<file path="config.mk">
export PLATFORM = sky130hd
export DESIGN_NAME = oversampling_edge_serializer
export DESIGN_NICKNAME = d
export VERILOG_FILES = /design/src/rtl/oversampling_edge_serializer.sv
export SDC_FILE = /design/constraint.sdc
export NUM_CORES = 1
export LEC_CHECK = 0
export CORE_MARGIN = 4
export CORE_UTILIZATION = 55
export DETAILED_ROUTE_END_ITERATION = 12
export PLACE_DENSITY = 0.83
export SLEW_MARGIN = 20
export SYNTH_ARGS = -nofsm -noshare
export SYNTH_HDL_FRONTEND = slang
export SYNTH_SLANG_ARGS = --single-unit
</file>
<file path="constraint.sdc">
create_clock -name CLK_PARALLEL -period 4.02 [get_ports CLK_PARALLEL]
set_input_delay 0.804 -clock CLK_PARALLEL [delete_from_list [all_inputs] [get_ports CLK_PARALLEL]]
set_output_delay 0.804 -clock CLK_PARALLEL [all_outputs]
set_load 0.01 [all_outputs]
</file>
<file path="src/rtl/oversampling_edge_serializer.sv">
// Interval-to-oversampled-word serializer; one edge per 64-sample word at most.
// Optional EDGE_COUNT output: define OVERSAMPLING_SERIALIZER_EDGE_COUNT_EN.
module oversampling_edge_serializer #(
  parameter int DELAY_WIDTH = 20
) (
  input  logic                   CLK_PARALLEL,
  input  logic                   RESET,
  input  logic                   ENABLE,
  input  logic                   DELAY_VALID,
  output logic                   DELAY_READY,
  input  logic [DELAY_WIDTH-1:0] DELAY_IN,
  output logic [63:0]            PARALLEL_OUT,
  output logic                   EDGE_FLAG,
  output logic [5:0]             EDGE_BIT,
  output logic                   UNDERRUN
`ifdef OVERSAMPLING_SERIALIZER_EDGE_COUNT_EN
  ,
  output logic [31:0]            EDGE_COUNT
`endif
);

  localparam int TW = DELAY_WIDTH + 1;

  typedef enum logic {
    S_IDLE,
    S_ARMED
  } state_e;

  state_e                 state_q, state_d;
  logic [TW-1:0]          t_q, t_d;
  logic                   lvl_q, lvl_d;
  logic                   nxt_vld_q, nxt_vld_d;
  logic [DELAY_WIDTH-1:0] nxt_val_q, nxt_val_d;
  logic [63:0]            word_q, word_d;
  logic                   eflag_q, eflag_d;
  logic [5:0]             ebit_q, ebit_d;
  logic                   under_q, under_d;

  logic                   consume;
  logic                   t_low;
  logic [5:0]             pos;
  logic [63:0]            hi_mask;
  logic [DELAY_WIDTH-1:0] din_clamped;
  logic [TW-1:0]          nxt_ext;

  // Intervals shorter than one word would allow two edges per word.
  assign din_clamped = (DELAY_IN < DELAY_WIDTH'(64)) ?
                       DELAY_WIDTH'(64) : DELAY_IN;

  assign nxt_ext = {1'b0, nxt_val_q};
  assign t_low   = (t_q < TW'(64));
  assign pos     = t_q[5:0];
  assign hi_mask = {64{1'b1}} << pos;

  always_comb begin
    state_d   = state_q;
    t_d       = t_q;
    lvl_d     = lvl_q;
    nxt_vld_d = nxt_vld_q;
    nxt_val_d = nxt_val_q;
    word_d    = {64{lvl_q}};
    eflag_d   = 1'b0;
    ebit_d    = 6'd0;
    under_d   = under_q;
    consume   = 1'b0;

    unique case (state_q)
      S_IDLE: begin
        if (ENABLE && nxt_vld_q) begin
          t_d     = nxt_ext;
          consume = 1'b1;
          state_d = S_ARMED;
        end
      end
      S_ARMED: begin
        if (!t_low) begin
          t_d = t_q - TW'(64);
        end else begin
          word_d  = lvl_q ? ~hi_mask : hi_mask;
          eflag_d = 1'b1;
          ebit_d  = pos;
          lvl_d   = ~lvl_q;
          if (ENABLE) begin
            if (nxt_vld_q) begin
              // Re-basing on t_q keeps edges exact with no drift.
              t_d     = t_q + nxt_ext - TW'(64);
              consume = 1'b1;
            end else begin
              under_d = 1'b1;
              state_d = S_IDLE;
            end
          end
        end
        if (!ENABLE) begin
          t_d     = '0;
          state_d = S_IDLE;
        end
      end
      default: begin
        state_d = S_IDLE;
      end
    endcase

    DELAY_READY = !RESET && (!nxt_vld_q || consume);

    if (consume) begin
      nxt_vld_d = 1'b0;
    end
    if (DELAY_VALID && DELAY_READY) begin
      nxt_vld_d = 1'b1;
      nxt_val_d = din_clamped;
    end
  end

  always_ff @(posedge CLK_PARALLEL) begin
    if (RESET) begin
      state_q   <= S_IDLE;
      t_q       <= '0;
      lvl_q     <= 1'b0;
      nxt_vld_q <= 1'b0;
      nxt_val_q <= '0;
      word_q    <= '0;
      eflag_q   <= 1'b0;
      ebit_q    <= 6'd0;
      under_q   <= 1'b0;
    end else begin
      state_q   <= state_d;
      t_q       <= t_d;
      lvl_q     <= lvl_d;
      nxt_vld_q <= nxt_vld_d;
      nxt_val_q <= nxt_val_d;
      word_q    <= word_d;
      eflag_q   <= eflag_d;
      ebit_q    <= ebit_d;
      under_q   <= under_d;
    end
  end

  assign PARALLEL_OUT = word_q;
  assign EDGE_FLAG    = eflag_q;
  assign EDGE_BIT     = ebit_q;
  assign UNDERRUN     = under_q;

`ifdef OVERSAMPLING_SERIALIZER_EDGE_COUNT_EN
  logic [31:0] cnt_q, cnt_d;

  assign cnt_d = eflag_d ? cnt_q + 32'd1 : cnt_q;

  always_ff @(posedge CLK_PARALLEL) begin
    if (RESET) begin
      cnt_q <= '0;
    end else begin
      cnt_q <= cnt_d;
    end
  end

  assign EDGE_COUNT = cnt_q;
`endif

endmodule

</file>
==> impl_metrics.tcl, run 1 <==
set metrics [dict create \
    clk_pin_slew_ns 0.05 \
    dominantRegCellSynth "dfxtp_1" \
    die_w_um 119 \
    hold_path_depth 2 \
    start_kind "register" \
    mostFrequentLayoutCells "dfxtp_1 (115), nor2_1 (103), clkdlybuf4s50_1 (95)" \
    worst_pin_slew_ns 1.01 \
    core-area_um2 12000 \
    cts_made_buffers 17 \
    cts_tree "yes" \
    ys_async_sr_fraction_pct 0 \
    power_mw 3.65 \
    cap_violations 0 \
    start_util_pct 56.2 \
    fp.dieH_um 119 \
    gp_congestion 0.992 \
    htreeDepth 4 \
    period_needed_ns 3.54 \
    wl_per_cell_um 16.3 \
    track_usage_pct 25.0 \
    worst_hold_slack_ns 0.496 \
    place_hpwl_um 12600 \
    yosysWarnings 0 \
    antenna_found_initial 1 \
    grt_pass1_vias 5902 \
    portBuffers 96 \
    r2r_cells 9 \
    slew_headroom_pct 32.6 \
    vias_per_cell 5.86 \
    ir_drop_v 0.000294 \
    synth_nets 917 \
    yosysTopAreaCellShare_pct 34.6 \
    drtPass1Iterations 5 \
    syn_area_um2 6720 \
    synth_seq_cells 116 \
    met1_usage_pct 32.9 \
    busiest_layer "met2" \
    drive_above_1_share_pct 6.32 \
    drc 0 \
    critical_path_required_ns 3.22 \
    die_area_um2 14000 \
    power_density_nw_per_um2 442 \
    rsz0062_at_grt "false" \
    fin_nets 985 \
    final_common_cell "dfxtp_1" \
    setup_viol 0 \
    min_path_type "reg2reg" \
    path_max_fanout 8 \
    r2r_slack_ns 0.80 \
    ant_nets 0 \
    crit_path_end_kind "output pin" \
    hold_viol_final 0 \
    fmax_ghz 0.282 \
    drv_slew 0 \
    post_cts_buffers 0 \
    cts_buffer_depth 2 \
    synth_edf_count 0 \
    syn2layout_area_growth_pct 22.7 \
    top_level_ports 97 \
    antenna_cells 0 \
    cts.sinks 116 \
    vias 6334 \
    yosys.area.top_type "dfxtp_1" \
    status "complete, no violations" \
    finClkSkew_ns 0.00756 \
    synth_cells 852 \
    worst-setup-path-type "reg2out" \
    gr-usage-met2_pct 40.4 \
    finalCritPeriodShare_pct 88.1 \
    met3_usage_pct 5.84 \
    drt_iter0_markers 632 \
    overflow 0 \
    cts.repair.resized 0 \
    clk_latency_ns 0.42 \
    grt_max_degree 77 \
    synthTopCellsByArea "dfxtp_1 (35%), xor2_1 (8.1%), ha_1 (7.4%), nor2_1 (5.8%), o21ai_0 (5.4%)" \
    p_leak_nw 3.22 \
    critical_path_arrival_ns 2.74 \
    clock-root-buffer "clkbuf_16" \
    grt_pass1_wl_um 29100 \
    ctsHoldBuffers 0 \
    drt_wl_total_um 17600 \
    rows 40 \
    ys_seq_area_share_pct 34.6 \
    finalSetupTns_ns 0 \
    synth_area_per_cell_um2 7.89 \
    ys_types 64 \
]
-- where the power goes --
group          internal (mW)  switching (mW)
logic                  0.398           0.621
clock network          0.787           0.559
registers               1.21          0.0672
total                   2.40            1.25
-- kinds of logic after synthesis --
logic type,after synthesis,share of synthesized area [%]
adder cells (fa/ha/maj),41,7.75
multiplexers,1,0.149
flip-flops,116,34.6
buffers and inverters,120,7.11
XOR/XNOR,75,9.78
AO/OA/AOI/OAI,216,20.7
AND/OR/NAND/NOR,283,20.0
-- synthesized netlist by cell type (7+ instances only) --
| cell | number |
|---|---|
| a21o_1 | 12 |
| o21ai_0 | 73 |
| nand3_1 | 25 |
| clkbuf_1 | 42 |
| dfxtp_1 | 116 |
| ha_1 | 40 |
| a211oi_1 | 13 |
| a22oi_1 | 8 |
| xnor2_1 | 13 |
| inv_1 | 63 |
| nand4_1 | 15 |
| a21oi_1 | 39 |
| a311oi_1 | 7 |
| nand2_1 | 70 |
| buf_2 | 13 |
| xor2_1 | 62 |
| and2_1 | 11 |
| nor2_1 | 103 |
| o31ai_1 | 16 |
| nor3_1 | 16 |
-- critical path, cell delays in order, from the launching register on --
cell	delay [ns]
dfxtp_1	0.39
nor4_4	0.53
and3_1	0.39
a21oi_1	0.15
o21a_1	0.22
nor2_1	0.10
clkdlybuf4s50_1	0.55
-- routing by layer --
layer	wire (um)	share of wire (%)
met5	8	0.045
met4	373	2.1
met3	1490	8.4
met2	8190	46
met1	7570	43
-- registers in the layout, summed over array words and instances, names as in the netlist --
signal / flops
PARALLEL_OUT: 64
nxt_vld_q: 1
UNDERRUN: 1
EDGE_FLAG: 1
EDGE_BIT: 6
nxt_val_q: 20
lvl_q: 1
t_q: 21
state_q: 1
-- worst paths after layout --
check                         from                    end
min          UNDERRUN$_SDFFE_PP0P_  UNDERRUN$_SDFFE_PP0P_
max reg2reg    t_q[1]$_SDFFE_PP0P_    t_q[9]$_SDFFE_PP0P_
min reg2reg  UNDERRUN$_SDFFE_PP0P_  UNDERRUN$_SDFFE_PP0P_
max            t_q[8]$_SDFFE_PP0P_            DELAY_READY
-- metrics by stage --
| stage | util, % | setup slack, ns | cells | area [um^2] |
|---|---|---|---|---|
| 2_1_floorplan | - | 1.42 | 852 | 6720 |
| 3_3_place_gp | 64.4 | 0.899 | 1048 | 7710 |
| 3_5_place_dp | 64.4 | 0.873 | 1048 | 7710 |
| 4_1_cts | 68.9 | 0.496 | 1080 | 8250 |
| 5_1_grt | 68.9 | 0.370 | 1080 | 8250 |
| 6_report | 68.9 | 0.478 | 1080 | 8250 |
-- final cells by class --
class | count | area [um^2]
well taps | 147 | 184
clock inverters | 15 | 111
repair buffers | 106 | 1030
flip-flops and latches | 116 | 2330
multi-input cells | 616 | 3930
fillers | 948 | 3720
clock buffers | 17 | 425
inverters | 63 | 236
No activity file was read; power rests on OpenSTA's default activity.
==> run 2: changes to the inputs <==
--- a/config.mk
+++ b/config.mk
@@ -5,6 +5,7 @@
 export SDC_FILE = /design/constraint.sdc
 export NUM_CORES = 1
 export LEC_CHECK = 0
+export ABC_CLOCK_PERIOD_IN_PS = 4019
 export CORE_MARGIN = 4
 export CORE_UTILIZATION = 55
 export DETAILED_ROUTE_END_ITERATION = 12
==> results of run 2 <==
The final DEF is identical to that of run 1; final timing and power are the same.
